$ cat config.mk
export PLATFORM = sky130hd
export DESIGN_NAME = wb_port_arbiter_flat
export DESIGN_NICKNAME = d
export VERILOG_FILES = /design/src/rtl/wb_port_arbiter_pkg.sv /design/src/rtl/wb_port_arbiter_if.sv /design/src/rtl/wb_port_arbiter_skid.sv /design/src/rtl/wb_port_arbiter.sv /design/src/flat_wrapper.sv
export SDC_FILE = /design/constraint.sdc
export NUM_CORES = 1
export LEC_CHECK = 0
export CORE_MARGIN = 3
export CORE_UTILIZATION = 45
export DETAILED_ROUTE_END_ITERATION = 8
export DONT_BUFFER_PORTS = 1
export HOLD_SLACK_MARGIN = 0.1
export PLACE_DENSITY_LB_ADDON = 0.3
export SLEW_MARGIN = 20
export SYNTH_ARGS = -nofsm -noshare
export SYNTH_HDL_FRONTEND = slang
export SYNTH_SLANG_ARGS = --single-unit
$ cat constraint.sdc
create_clock -name clk -period 2 [get_ports clk]
set_input_delay 0.3 -clock clk [delete_from_list [all_inputs] [get_ports clk]]
set_output_delay 0.3 -clock clk [all_outputs]
set_load 0.03 [all_outputs]
$ cat src/rtl/wb_port_arbiter_pkg.sv
// Shared definitions for the register-file write-port arbiter: register
// address/data widths and the arbiter state encoding.
package wb_port_arbiter_pkg;

    localparam int REG_AW = 5;
    localparam int DATA_W = 32;

    typedef logic [REG_AW-1:0] reg_addr_t;
    typedef logic [DATA_W-1:0] reg_data_t;

    // Arbiter state encoding, kept as plain constants for legacy tools.
    typedef logic [1:0] arb_state_t;
    localparam arb_state_t ST_IDLE  = 2'd0;  // buffer empty
    localparam arb_state_t ST_HOLD  = 2'd1;  // buffer full, waiting for a free slot
    localparam arb_state_t ST_FORCE = 2'd2;  // buffer full, port taken from the pipeline

endpackage

$ cat src/rtl/wb_port_arbiter_if.sv
// Bundle of the pipeline writeback, multiply/divide offer and register-file
// write signals shared by the write-port arbiter and its environment.
interface wb_port_arbiter_if;
    import wb_port_arbiter_pkg::*;

    logic      wb_valid_w;
    reg_addr_t rd_w;
    reg_data_t result_w;
    logic      md_valid;
    reg_addr_t md_rd;
    reg_data_t md_result;
    logic      md_ready;
    logic      stall_w;
    logic      md_pending;
    reg_addr_t md_pending_rd;
    logic      rf_we;
    reg_addr_t rf_waddr;
    reg_data_t rf_wdata;

    // Arbiter side.
    modport slave (
        input  wb_valid_w, rd_w, result_w, md_valid, md_rd, md_result,
        output md_ready, stall_w, md_pending, md_pending_rd,
               rf_we, rf_waddr, rf_wdata
    );

    // Pipeline / multiply-divide / register-file side.
    modport master (
        output wb_valid_w, rd_w, result_w, md_valid, md_rd, md_result,
        input  md_ready, stall_w, md_pending, md_pending_rd,
               rf_we, rf_waddr, rf_wdata
    );

endinterface

$ cat src/rtl/wb_port_arbiter_skid.sv
// One-entry holding buffer for a multiply/divide result (wb_skid_buf):
// load captures rd/data, clear empties it, otherwise it holds.
module wb_skid_buf
    import wb_port_arbiter_pkg::*;
(
    input  logic      clk,
    input  logic      rst_n,
    input  logic      load_i,
    input  logic      clear_i,
    input  reg_addr_t rd_i,
    input  reg_data_t data_i,
    output reg_addr_t rd_o,
    output reg_data_t data_o
);

    reg_addr_t rd_q;
    reg_data_t data_q;

    // Capture on load, empty on clear, hold otherwise.
    always_ff @(posedge clk or negedge rst_n) begin
        if (!rst_n) begin
            rd_q   <= '0;
            data_q <= '0;
        end else if (load_i) begin
            rd_q   <= rd_i;
            data_q <= data_i;
        end else if (clear_i) begin
            rd_q   <= '0;
            data_q <= '0;
        end
    end

    assign rd_o   = rd_q;
    assign data_o = data_q;

endmodule

$ cat src/rtl/wb_port_arbiter.sv
// Register-file write-port arbiter between the pipeline writeback stage and
// a multiply/divide unit. Pipeline writes win while a buffered md result
// waits; after STARVE_LIMIT lost cycles the md result forces the port and
// stalls writeback for one cycle.
// Optional macro WB_ARB_PERF_EN adds perf_wait_cnt (cycles spent buffered).
module wb_port_arbiter
    import wb_port_arbiter_pkg::*;
#(
    parameter int STARVE_LIMIT = 4
) (
    input  logic              clk,
    input  logic              rst_n,
    wb_port_arbiter_if.slave  bus
`ifdef WB_ARB_PERF_EN
    ,
    output logic [31:0]       perf_wait_cnt
`endif
);

    localparam int CNT_W = (STARVE_LIMIT < 1) ? 1 : $clog2(STARVE_LIMIT + 1);
    localparam logic [CNT_W-1:0] CNT_MAX = '1;
    localparam logic [CNT_W:0]   CNT_ONE = (CNT_W + 1)'(1);
    localparam logic [CNT_W:0]   LIMIT_V = (CNT_W + 1)'(STARVE_LIMIT);

    arb_state_t       state_q, state_d;
    logic [CNT_W-1:0] wait_q, wait_d;
    logic [CNT_W:0]   wait_inc;

    logic      buf_load, buf_clear;
    reg_addr_t buf_rd;
    reg_data_t buf_data;

    logic      slot_taken;
    logic      md_ready_c, stall_c, we_c;
    reg_addr_t waddr_c;
    reg_data_t wdata_c;
    logic      pending;

    wb_skid_buf u_buf (
        .clk     (clk),
        .rst_n   (rst_n),
        .load_i  (buf_load),
        .clear_i (buf_clear),
        .rd_i    (bus.md_rd),
        .data_i  (bus.md_result),
        .rd_o    (buf_rd),
        .data_o  (buf_data)
    );

    // A pipeline write to x0 never claims the port.
    assign slot_taken = bus.wb_valid_w && (bus.rd_w != '0);
    assign wait_inc   = {1'b0, wait_q} + CNT_ONE;

    // Next state, wait counter and write-port mux.
    always_comb begin
        state_d    = state_q;
        wait_d     = wait_q;
        buf_load   = 1'b0;
        buf_clear  = 1'b0;
        md_ready_c = 1'b0;
        stall_c    = 1'b0;
        we_c       = 1'b0;
        waddr_c    = bus.rd_w;
        wdata_c    = bus.result_w;
        case (state_q)
            ST_IDLE: begin
                md_ready_c = 1'b1;
                we_c       = slot_taken;
                wait_d     = '0;
                if (bus.md_valid) begin
                    buf_load = 1'b1;
                    state_d  = ST_HOLD;
                end
            end
            ST_HOLD: begin
                if (slot_taken) begin
                    we_c   = 1'b1;
                    wait_d = (wait_q == CNT_MAX) ? wait_q : wait_inc[CNT_W-1:0];
                    if (wait_inc >= LIMIT_V) begin
                        state_d = ST_FORCE;
                    end
                end else begin
                    // Free slot: retire the buffered result (x0 writes nothing).
                    we_c      = (buf_rd != '0);
                    waddr_c   = buf_rd;
                    wdata_c   = buf_data;
                    buf_clear = 1'b1;
                    wait_d    = '0;
                    state_d   = ST_IDLE;
                end
            end
            ST_FORCE: begin
                stall_c   = 1'b1;
                we_c      = (buf_rd != '0);
                waddr_c   = buf_rd;
                wdata_c   = buf_data;
                buf_clear = 1'b1;
                wait_d    = '0;
                state_d   = ST_IDLE;
            end
            default: begin
                buf_clear = 1'b1;
                wait_d    = '0;
                state_d   = ST_IDLE;
            end
        endcase
    end

    // State and wait-counter registers.
    always_ff @(posedge clk or negedge rst_n) begin
        if (!rst_n) begin
            state_q <= ST_IDLE;
            wait_q  <= '0;
        end else begin
            state_q <= state_d;
            wait_q  <= wait_d;
        end
    end

    assign pending = (state_q == ST_HOLD) || (state_q == ST_FORCE);

    assign bus.md_ready      = md_ready_c;
    assign bus.stall_w       = stall_c;
    assign bus.md_pending    = pending;
    assign bus.md_pending_rd = pending ? buf_rd : '0;
    // Write enable is gated directly by reset so nothing reaches the file.
    assign bus.rf_we         = we_c && rst_n;
    assign bus.rf_waddr      = waddr_c;
    assign bus.rf_wdata      = wdata_c;

`ifdef WB_ARB_PERF_EN
    logic [31:0] perf_q;

    // Count every cycle a result sits buffered; wraps naturally.
    always_ff @(posedge clk or negedge rst_n) begin
        if (!rst_n) begin
            perf_q <= '0;
        end else if (pending) begin
            perf_q <= perf_q + 32'd1;
        end
    end

    assign perf_wait_cnt = perf_q;
`endif

endmodule

$ cat src/flat_wrapper.sv
// flat-port wrapper written by rule: the top's interface ports become plain ports
module wb_port_arbiter_flat import wb_port_arbiter_pkg::*;
#(
    parameter int STARVE_LIMIT = 4
)
  (clk, rst_n, bus_wb_valid_w, bus_rd_w, bus_result_w, bus_md_valid, bus_md_rd, bus_md_result, bus_md_ready, bus_stall_w, bus_md_pending, bus_md_pending_rd, bus_rf_we, bus_rf_waddr, bus_rf_wdata);
  wb_port_arbiter_if bus_i ();
  input  logic clk;
  input  logic rst_n;
  input wire logic [$bits(bus_i.wb_valid_w)-1:0] bus_wb_valid_w;
  input wire logic [$bits(bus_i.rd_w)-1:0] bus_rd_w;
  input wire logic [$bits(bus_i.result_w)-1:0] bus_result_w;
  input wire logic [$bits(bus_i.md_valid)-1:0] bus_md_valid;
  input wire logic [$bits(bus_i.md_rd)-1:0] bus_md_rd;
  input wire logic [$bits(bus_i.md_result)-1:0] bus_md_result;
  output wire logic [$bits(bus_i.md_ready)-1:0] bus_md_ready;
  output wire logic [$bits(bus_i.stall_w)-1:0] bus_stall_w;
  output wire logic [$bits(bus_i.md_pending)-1:0] bus_md_pending;
  output wire logic [$bits(bus_i.md_pending_rd)-1:0] bus_md_pending_rd;
  output wire logic [$bits(bus_i.rf_we)-1:0] bus_rf_we;
  output wire logic [$bits(bus_i.rf_waddr)-1:0] bus_rf_waddr;
  output wire logic [$bits(bus_i.rf_wdata)-1:0] bus_rf_wdata;
  assign bus_i.wb_valid_w = bus_wb_valid_w;
  assign bus_i.rd_w = bus_rd_w;
  assign bus_i.result_w = bus_result_w;
  assign bus_i.md_valid = bus_md_valid;
  assign bus_i.md_rd = bus_md_rd;
  assign bus_i.md_result = bus_md_result;
  assign bus_md_ready = bus_i.md_ready;
  assign bus_stall_w = bus_i.stall_w;
  assign bus_md_pending = bus_i.md_pending;
  assign bus_md_pending_rd = bus_i.md_pending_rd;
  assign bus_rf_we = bus_i.rf_we;
  assign bus_rf_waddr = bus_i.rf_waddr;
  assign bus_rf_wdata = bus_i.rf_wdata;
  wb_port_arbiter #(.STARVE_LIMIT(STARVE_LIMIT)) u_core (.clk(clk), .rst_n(rst_n), .bus(bus_i));
endmodule
After elaboration in Yosys (flattened, before gate mapping)
Index checks and enable logic that the tools add are counted.
{"block": "word_totals", "in_bits": 78, "latch_bits": 0, "n_memories": 0, "romBits": 0, "ff_bits": 42, "ramBits": 0, "output_inout_bits": 46}
{"block": "classes", "n_eq_ne": 6, "div_mod_pow": 0, "n_mul": 0, "shift": 0, "bitwise": 0, "reduce_logical": 8, "mux": 24, "n_addsub": 1, "magnitude_cmp": 1}
{"op": "$mux 32", "n": 3}
{"op": "$pmux 32 s2", "n": 1}
{"op": "$mux 5", "n": 4}
{"op": "$pmux 5 s2", "n": 1}
{"op": "$reduce_bool 5->1", "n": 2}
{"op": "$mux 3", "n": 3}
{"op": "$mux 1", "n": 6}
{"op": "$mux 2", "n": 3}
{"op": "$ne 3x3->1 const B", "n": 2}
{"op": "$add 3x1->4 const B", "n": 1}
{"op": "$ge 4x3->1 const B", "n": 1}
{"op": "$pmux 2 s2", "n": 1}
{"op": "$eq 3x3->1 const B", "n": 1}
{"op": "$pmux 1 s3", "n": 1}
{"op": "$eq 2x1->1 const B", "n": 1}
{"op": "$eq 2x2->1 const B", "n": 1}
{"op": "$logic_and 1x1->1", "n": 2}
{"op": "$logic_not 2->1", "n": 1}
{"op": "$ne 2x2->1 const B", "n": 1}
{"op": "$pmux 1 s2", "n": 1}
{"op": "$reduce_and 2->1", "n": 1}
{"op": "$reduce_bool 2->1", "n": 1}
{"op": "$logic_or 1x1->1", "n": 1}

Logic depth before layout (Yosys ltp)
Gate-level depths: netlist of the first run.
{"block": "logic_depth", "ltp_word": 6, "ltp_mapped": 8, "ltp_nobuf": 6}

Hierarchy
A second synthesis of the first run with hierarchy kept.
{"block": "hier_totals", "cells_unflattened": 171, "hier_area_um2": 2185.8}
{"module": "wb_skid_buf", "n_inst": 1, "area_each_um2": 1340.0, "cells_per_inst": 82}
{"module": "wb_port_arbiter", "n_inst": 1, "area_each_um2": 845.8, "cells_per_inst": 89}

Worst setup path before layout of the first run
No wires, ideal clock.
{"block": "synth_path", "path_type": "flip-flop to output port", "startpoint": "register u_core.state_q[1]", "endpoint": "output port bus_rf_waddr[0]", "arrival_time_ps": 2291, "required_ps": 1700, "slack_ps": -591, "n_path_buf": 2, "path_stages_with_launch": 7, "path_cell_list": "dfrtp_1 -> inv_1 -> ha_1 -> clkbuf_1 -> buf_1 -> nand2_1 -> o21ai_0"}
{"block": "synth_via", "elab_chain_len": 2, "elab_cells_between_ends": 3, "classes_between": "2 x eq/ne; 1 x mux"}
{"item": "from (decl)", "line": "wb_port_arbiter.sv:25", "source": "arb_state_t state_q, state_d;"}
{"item": "from (signal assigned)", "line": "wb_port_arbiter.sv:115", "source": "state_q <= state_d;"}
{"item": "$eq 2x2->1 / $eq 2x1->1 (equally long branches)", "line": "wb_port_arbiter.sv:65", "source": "case (state_q)"}
{"item": "$pmux 5 s2 *", "line": "wb_port_arbiter.sv:65"}
{"item": "to (decl)", "line": "flat_wrapper.sv:21", "source": "output wire logic [$bits(bus_i.rf_waddr)-1:0] bus_rf_waddr;"}
Every way passes the cells marked *; elsewhere a longest branch is shown, timed or not.

Final worst setup path of the first run
{"block": "layout_path", "startpoint": "register u_core.state_q[1]", "endpoint": "output port bus_rf_wdata[13]"}
{"block": "layout_via", "elab_chain_len": 2, "elab_cells_between_ends": 3, "classes_between": "2 x eq/ne; 1 x mux"}
{"item": "$eq 2x2->1 / $eq 2x1->1 (equally long branches)", "line": "wb_port_arbiter.sv:65"}
{"item": "$pmux 32 s2 *", "line": "wb_port_arbiter.sv:65"}
{"item": "to (decl)", "line": "flat_wrapper.sv:22", "source": "output wire logic [$bits(bus_i.rf_wdata)-1:0] bus_rf_wdata;"}
Marks and branches as above.

==> results of run 1 <==
==> what timing repair did <==
item | CTS | global route
resized for setup | 65 | 27
hold buffers | 2 | 0
setup endpoints to repair | 40 | 38
gates cloned | 1 | 0
hold endpoints to repair | 42 | 0
pin swaps | 22 | 11
setup buffers | 5 | 0
==> state kept, by name (all words and copies together), names as in the netlist <==
register             flops
u_core.state_q           2
u_core.u_buf.data_o     32
u_core.u_buf.rd_o        5
u_core.wait_q            3
==> area by class of cell <==
class,instances,area (um2),area share (%)
clock buffer,7,86.3,2.32
clock inverter,1,5.00,0.134
inverter,8,30.0,0.806
multi-input combinational,247,1780,47.8
sequential,42,1050,28.2
tap,72,90.1,2.42
timing repair buffer,64,682,18.3
==> path summary, 6_finish.rpt <==
check / endpoint / cells past startpoint / from / slack [ns]
worst max-delay path: bus_rf_wdata[13] / 6 / u_core.state_q[1] / -0.06
worst min-delay path: u_core.u_buf.data_o[5] / 1 / bus_md_result[5] / 0.14
worst max register to register: u_core.u_buf.rd_o[0] / 7 / u_core.state_q[1] / 0.32
worst min register to register: u_core.u_buf.data_o[14] / 1 / u_core.u_buf.data_o[14] / 0.53
max in group asynchronous: u_core.u_buf.data_o[29] / 2 / rst_n / 1.31
min in group asynchronous: u_core.wait_q[0] / 2 / rst_n / 0.47
==> per-layer routing <==
layer	vias up	global-route usage, %	wire, um
met5	-	0	0
met4	0	4.97	38
met1	1315	31.9	3580
li1	1266	-	-
met3	2	6.02	624
met2	114	41.4	4560
==> cell families after synthesis <==
family,count (synthesis)
simple gates,152
compound gates,86
flops,42
buf+inv,37
fa+ha+maj,6
mux,2
xor+xnor,1
==> cell usage in the layout, fill, tap and decap left out, types with 2 or more instances in the layout <==
cell	count
inv_2	2
ha_4	2
o21ai_2	4
nand3_2	15
a21oi_1	11
o21ai_4	2
a22o_1	37
buf_12	6
buf_6	33
and2_4	2
nand3_1	80
nor2_1	5
a21oi_2	23
nand2_1	12
buf_4	24
mux2i_1	2
ha_1	3
or4_4	2
clkbuf_8	6
dfrtp_1	42
nor2b_1	32
inv_1	6
==> where the power goes <==
group	switching [mW]	total, mW	internal, mW
logic	2.19	3.74	1.54
registers	0.318	1.49	1.17
clock network	0.293	0.572	0.279
==> worst max-delay path: stages (launching register included) <==
cell	delay, ns
dfrtp_1	0.39
buf_4	0.14
ha_2	0.20
and2_4	0.17
buf_12	0.16
a21oi_1	0.19
nand3_2	0.21
==> synth_stat cells, types with 2 or more instances <==
cell type,number
nand3_1,96
o21ai_0,6
inv_1,8
buf_2,4
nor2b_1,32
buf_6,3
a22o_1,37
dfrtp_1,42
buf_1,4
ha_1,6
nor2_1,5
a21oi_1,35
and2_1,3
clkbuf_1,18
mux2i_1,2
nand2_1,13
==> stage by stage <==
| stage | hold WS, ns | cell area, um2 |
|---|---|---|
| 3_3_place_gp | 0.00558 | 3190 |
| 2_1_floorplan | 0.00441 | 2800 |
| 6_report | 0.143 | 3730 |
| 4_1_cts | 0.132 | 3600 |
| 3_5_place_dp | 0.00572 | 3190 |
| 5_1_grt | 0.129 | 3730 |
==> flow_summary_export.csv, run 1 <==
group,metric,value,unit
layout,fillers,489,
outcome,violations,"negative setup slack",
global_routing,grt_pass1_wl,14100,um
floorplanning,start_util,48.0,%
logic_synthesis,synth_flop_cell,"dfrtp_1",
place,port_buffers,0,
global_routing,antenna_found_initial,0,
logic_synthesis,synth_edf_count,0,
timing,setup_tns,-1.16,ns
global_routing,grt_pass1_vias,2718,
timing,max_freq,485,MHz
layout,area_growth,36.7,%
clock_network,cts_buffers,5,
critical_path,crit_required,1.70,ns
clock_network,cts_tree,"yes",
clock_network,htreeDepth,2,
critical_path,worstPathArrival,1.76,ns
place,dp_slack,0.0244,ns
pwr,leakage,1.70,nW
clock_network,clock-sinks,42,
layout,post-route-util,65.7,%
critical_path,startpoint_type,"flip-flop",
critical_path,path_class,"reg -> out",
job,cap_violations,0,
clock_network,worstSkewPairLatency,0.29,ns
global_routing,grt_max_degree,43,
logic_synthesis,yosys.cell_types.count,28,
timing,tightest_slew,0.412,ns
global_routing,globalRouteOverflowTotal,0,
layout,num_antenna_cells,0,
detailed_routing,drtPass1Iterations,4,
place,hpwl,6010,um
timing,rsz0062_at_grt,"yes",
logic_synthesis,synth_fa_ha_area_share,2.75,%
floorplanning,dieHeight,83.8,um
logic_synthesis,synth_top_area_share,38.5,%
global_routing,track_usage,24.5,%
timing,hold_viol_final,0,
floorplanning,die_area,0.00703,mm2
logic_synthesis,netlist_instances,326,
logic_synthesis,post_synth_instance_area,0.00273,mm2
logic_synthesis,synth_top_family_by_area,"simple AND/OR/NAND/NOR gates",
critical_path,endpoint_kind,"output port",
place,place.gp.congestion,0.823,
floorplanning,row_count,27,
layout,nets,452,
logic_synthesis,synth_xor_area_share,0.321,%
critical_path,crit_fanout,16,
logic_synthesis,ys_seq_elements,42,
pwr,ir_drop,800,uV
timing,slew-limit-headroom,72.6,%
timing,setup_viol,32,
pwr,total_power,5.80,mW
detailed_routing,vias,2697,
detailed_routing,wl_per_cell,19.9,um
layout,final_cell_count_no_fill,441,
timing,layout_setup_ws,-0.0605,ns
clock_network,root_buffer,"clkbuf_8",
timing,drv_slew,0,
pwr,powerDensity,1560,mW/mm2
clock_network,clk_pin_slew,0.08,ns
floorplanning,ios,124,
detailed_routing,vias_per_cell,6.12,
logic_synthesis,synth-async-reset-ratio,100,%
layout,layout-drive-gt1-share,35.2,%
logic_synthesis,yosys-mux-area-fraction,0.734,%
logic_synthesis,synth_area_leader_cell,"dfrtp_1",
outcome,status,"finished, violations left",
floorplanning,die_w,83.8,um
timing,fin_skew,0.00286,ns
detailed_routing,postRouteAntennaNets,0,
timing,period_share,103,%
worst_hold_path,hp-class,"in -> reg",
logic_synthesis,yosysSeqAreaShare,38.5,%
logic_synthesis,synth_fp_nets,410,
place,dp.cells,425,
logic_synthesis,synth-compound-area-share,22.5,%
floorplanning,coreArea,0.00568,mm2
logic_synthesis,synth_simple_gate_area_share,29.1,%
logic_synthesis,synth_area_leaders,"dfrtp_1 (39%), nand3_1 (18%), a22o_1 (12%)",
timing,min_period,2.06,ns
detailed_routing,drc_errors,0,
clock_network,cts.path.max_buffers,2,
detailed_routing,drtIter0Drc,136,
logic_synthesis,avgSynthCellArea,8.36,um2
detailed_routing,drt_wl_total,8800,um
logic_synthesis,yosys_warnings,0,
No activity file was read; power rests on OpenSTA's default activity.
==> run 2, diff against run 1 <==
==> constraint.sdc (replaced) <==
create_clock -name clk -period 2.2 [get_ports clk]
set_input_delay 0.33 -clock clk [delete_from_list [all_inputs] [get_ports clk]]
set_output_delay 0.33 -clock clk [all_outputs]
set_load 0.03 [all_outputs]
==> run 2 against run 1 <==
Compared with the run above: the flow now finishes without violations; wire length decreased by 6.9%; highest routed layer unchanged; cell count decreased by 0.23%; register-to-register slack worse by 0.23 ns; count of clock-buffer cells in the layout stayed put; setup slack improved by 0.098 ns; core utilization is 4.5 points lower.
==> flow_summary_export.csv, run 2 (synthesized netlist as in run 1, its figures left out) <==
group,metric,value,unit
place,hpwl,5830,um
clock_network,root_buffer,"clkbuf_8",
layout,nets,451,
place,place_area,0.00317,mm2
layout,fillers,473,
critical_path,path_cells,"inv_2, ha_4, and2_4, buf_4, a21oi_1, nand3_1, buf_12",
clock_network,cts.path.max_buffers,2,
critical_path,crit_fanout,10,
critical_path,cp_slowest_cell,"dfrtp_1",
timing,fin_skew,0.00300,ns
floorplanning,row_count,27,
layout,final_cell_mix,"nand3_1 (96), buf_4 (52), dfrtp_1 (42), a22o_1 (37), nor2b_1 (32)",
layout,num_antenna_cells,0,
place,dp.cells,425,
layout,largest_reg_flops,32,
global_routing,grt_pass1_vias,2645,
detailed_routing,vias,2694,
detailed_routing,drc_errors,0,
layout,final_cell_count_no_fill,440,
timing,period_share,98.3,%
timing,drv_slew,0,
global_routing,track_usage,22.8,%
detailed_routing,met1_length,3180,um
detailed_routing,drt_wl_total,8190,um
critical_path,startpoint_type,"flip-flop",
critical_path,worstPathArrival,1.83,ns
timing,tightest_slew,0.904,ns
clock_network,clk_pin_slew,0.08,ns
detailed_routing,dr_wl_met3,754,um
layout,design_area,0.00347,mm2
floorplanning,die_area,0.00703,mm2
global_routing,grt_pass1_wl,13100,um
detailed_routing,drtIter0Drc,195,
pwr,ir_drop,864,uV
timing,hold_ws,0.180,ns
clock_network,cts_buffers,5,
critical_path,path_class,"reg -> out",
layout,area_growth,27.4,%
worst_hold_path,hp-class,"in -> reg",
critical_path,crit_required,1.87,ns
detailed_routing,drtPass1Iterations,4,
layout,layout-drive-gt1-share,26.9,%
layout,post-route-util,61.2,%
detailed_routing,vias_per_cell,6.12,
timing,max_freq,462,MHz
detailed_routing,met2WireLength,4170,um
detailed_routing,postRouteAntennaNets,0,
floorplanning,start_util,48.0,%
global_routing,globalRouteOverflowTotal,0,
critical_path,critPathMaxStageDelay,0.42,ns
detailed_routing,top_layer,"met4",
detailed_routing,wl_per_cell,18.6,um
critical_path,cp_num_buf_inv,3,
critical_path,endpoint_kind,"output port",
timing,min_period,2.16,ns
timing,rsz0062_at_grt,"yes",
floorplanning,coreArea,0.00568,mm2
pwr,leakage,1.59,nW
place,place.gp.congestion,0.798,
global_routing,grt_max_degree,43,
global_routing,antenna_found_initial,0,
clock_network,htreeDepth,2,
floorplanning,die_w,83.8,um
timing,hold_viol_final,0,
timing,setup_viol,0,
critical_path,cp_top_family,"buffers and inverters",
job,cap_violations,0,
place,port_buffers,0,
clock_network,worstSkewPairLatency,0.28,ns
pwr,total_power,4.96,mW
timing,slew-limit-headroom,39.5,%
layout,layout_commonest_cell,"nand3_1",
floorplanning,dieHeight,83.8,um
floorplanning,ios,124,
clock_network,cts_tree,"yes",
clock_network,clock-sinks,42,
outcome,status,"finished, final reports clean",
pwr,powerDensity,1430,mW/mm2
==> run 2: cell count changes in the layout (fill, tap and decap cells not counted), moves of 12 or more <==
cell	previous run	this run
buf_6	33	3
buf_4	24	52
nand3_1	80	96
nand3_2	15	0
a21oi_2	23	10
a21oi_1	11	23
==> run 2: timing repair <==
action,CTS,global route
endpoints found under the setup margin,39,38
buffers inserted,2,3
hold endpoints to repair,42,0
hold buffers,2,0
pin swaps,1,2
gates resized for setup,10,25
==> run 2: metal layers <==
metal  up-vias  GRT usage (%)
li1       1266              -
met1      1287           28.7
met2       130           38.8
met3        11           5.43
met4         0           6.58
met5         -              0
==> run 2: path summary, 6_finish.rpt <==
check,from,to,slack [ns],depth (start not counted)
min in group asynchronous,rst_n,u_core.u_buf.data_o[13],0.51,2
setup / recovery,u_core.state_q[0],bus_rf_wdata[27],0.04,7
hold / removal,bus_md_result[27],u_core.u_buf.data_o[27],0.18,1
max in group asynchronous,rst_n,u_core.u_buf.rd_o[0],1.47,2
hold reg to reg,u_core.u_buf.data_o[21],u_core.u_buf.data_o[21],0.53,1
setup reg to reg,u_core.state_q[0],u_core.u_buf.data_o[7],0.09,6
==> run 2: where the power goes <==
part | switching, mW | leakage (nW) | internal, mW
combinational | 1.87 | 0.990 | 1.26
clock | 0.246 | 0.0482 | 0.253
sequential | 0.270 | 0.549 | 1.06
total | 2.39 | 1.59 | 2.57
==> run 2: area by class of cell <==
class | instances | area (um2) | area share (%)
Clock buffer | 7 | 86.3 | 2.48
Clock inverter | 1 | 5.00 | 0.144
Inverter | 8 | 30.0 | 0.864
Multi-Input combinational cell | 247 | 1640 | 47.1
Sequential cell | 42 | 1050 | 30.2
Tap cell | 72 | 90.1 | 2.59
Timing Repair Buffer | 63 | 574 | 16.5
==> run 2: through the flow <==
stage                     setup WS (ns)  TNS, ns
after floorplan                  0.0555        0
after global placement            0.124        0
after detailed placement         0.0683        0
after CTS                       -0.0313   -0.349
after global routing            -0.0190   -0.195
final                            0.0375        0
==> run 2: worst register-to-register path, cell delays in order (launching register included) <==
cell      delay [ns]
dfrtp_1         0.42
buf_4           0.16
ha_4            0.17
buf_4           0.14
a211oi_4        0.76
buf_12          0.25
a22o_1          0.15
==> run 3, diff against run 2 <==
--- a/config.mk
+++ b/config.mk
@@ -9,7 +9,6 @@
 export CORE_UTILIZATION = 45
 export DETAILED_ROUTE_END_ITERATION = 8
 export DONT_BUFFER_PORTS = 1
-export HOLD_SLACK_MARGIN = 0.1
 export PLACE_DENSITY_LB_ADDON = 0.3
 export SLEW_MARGIN = 20
 export SYNTH_ARGS = -nofsm -noshare
==> results of run 3 <==
No change in the layout: final DEF, timing and power equal those of run 2.
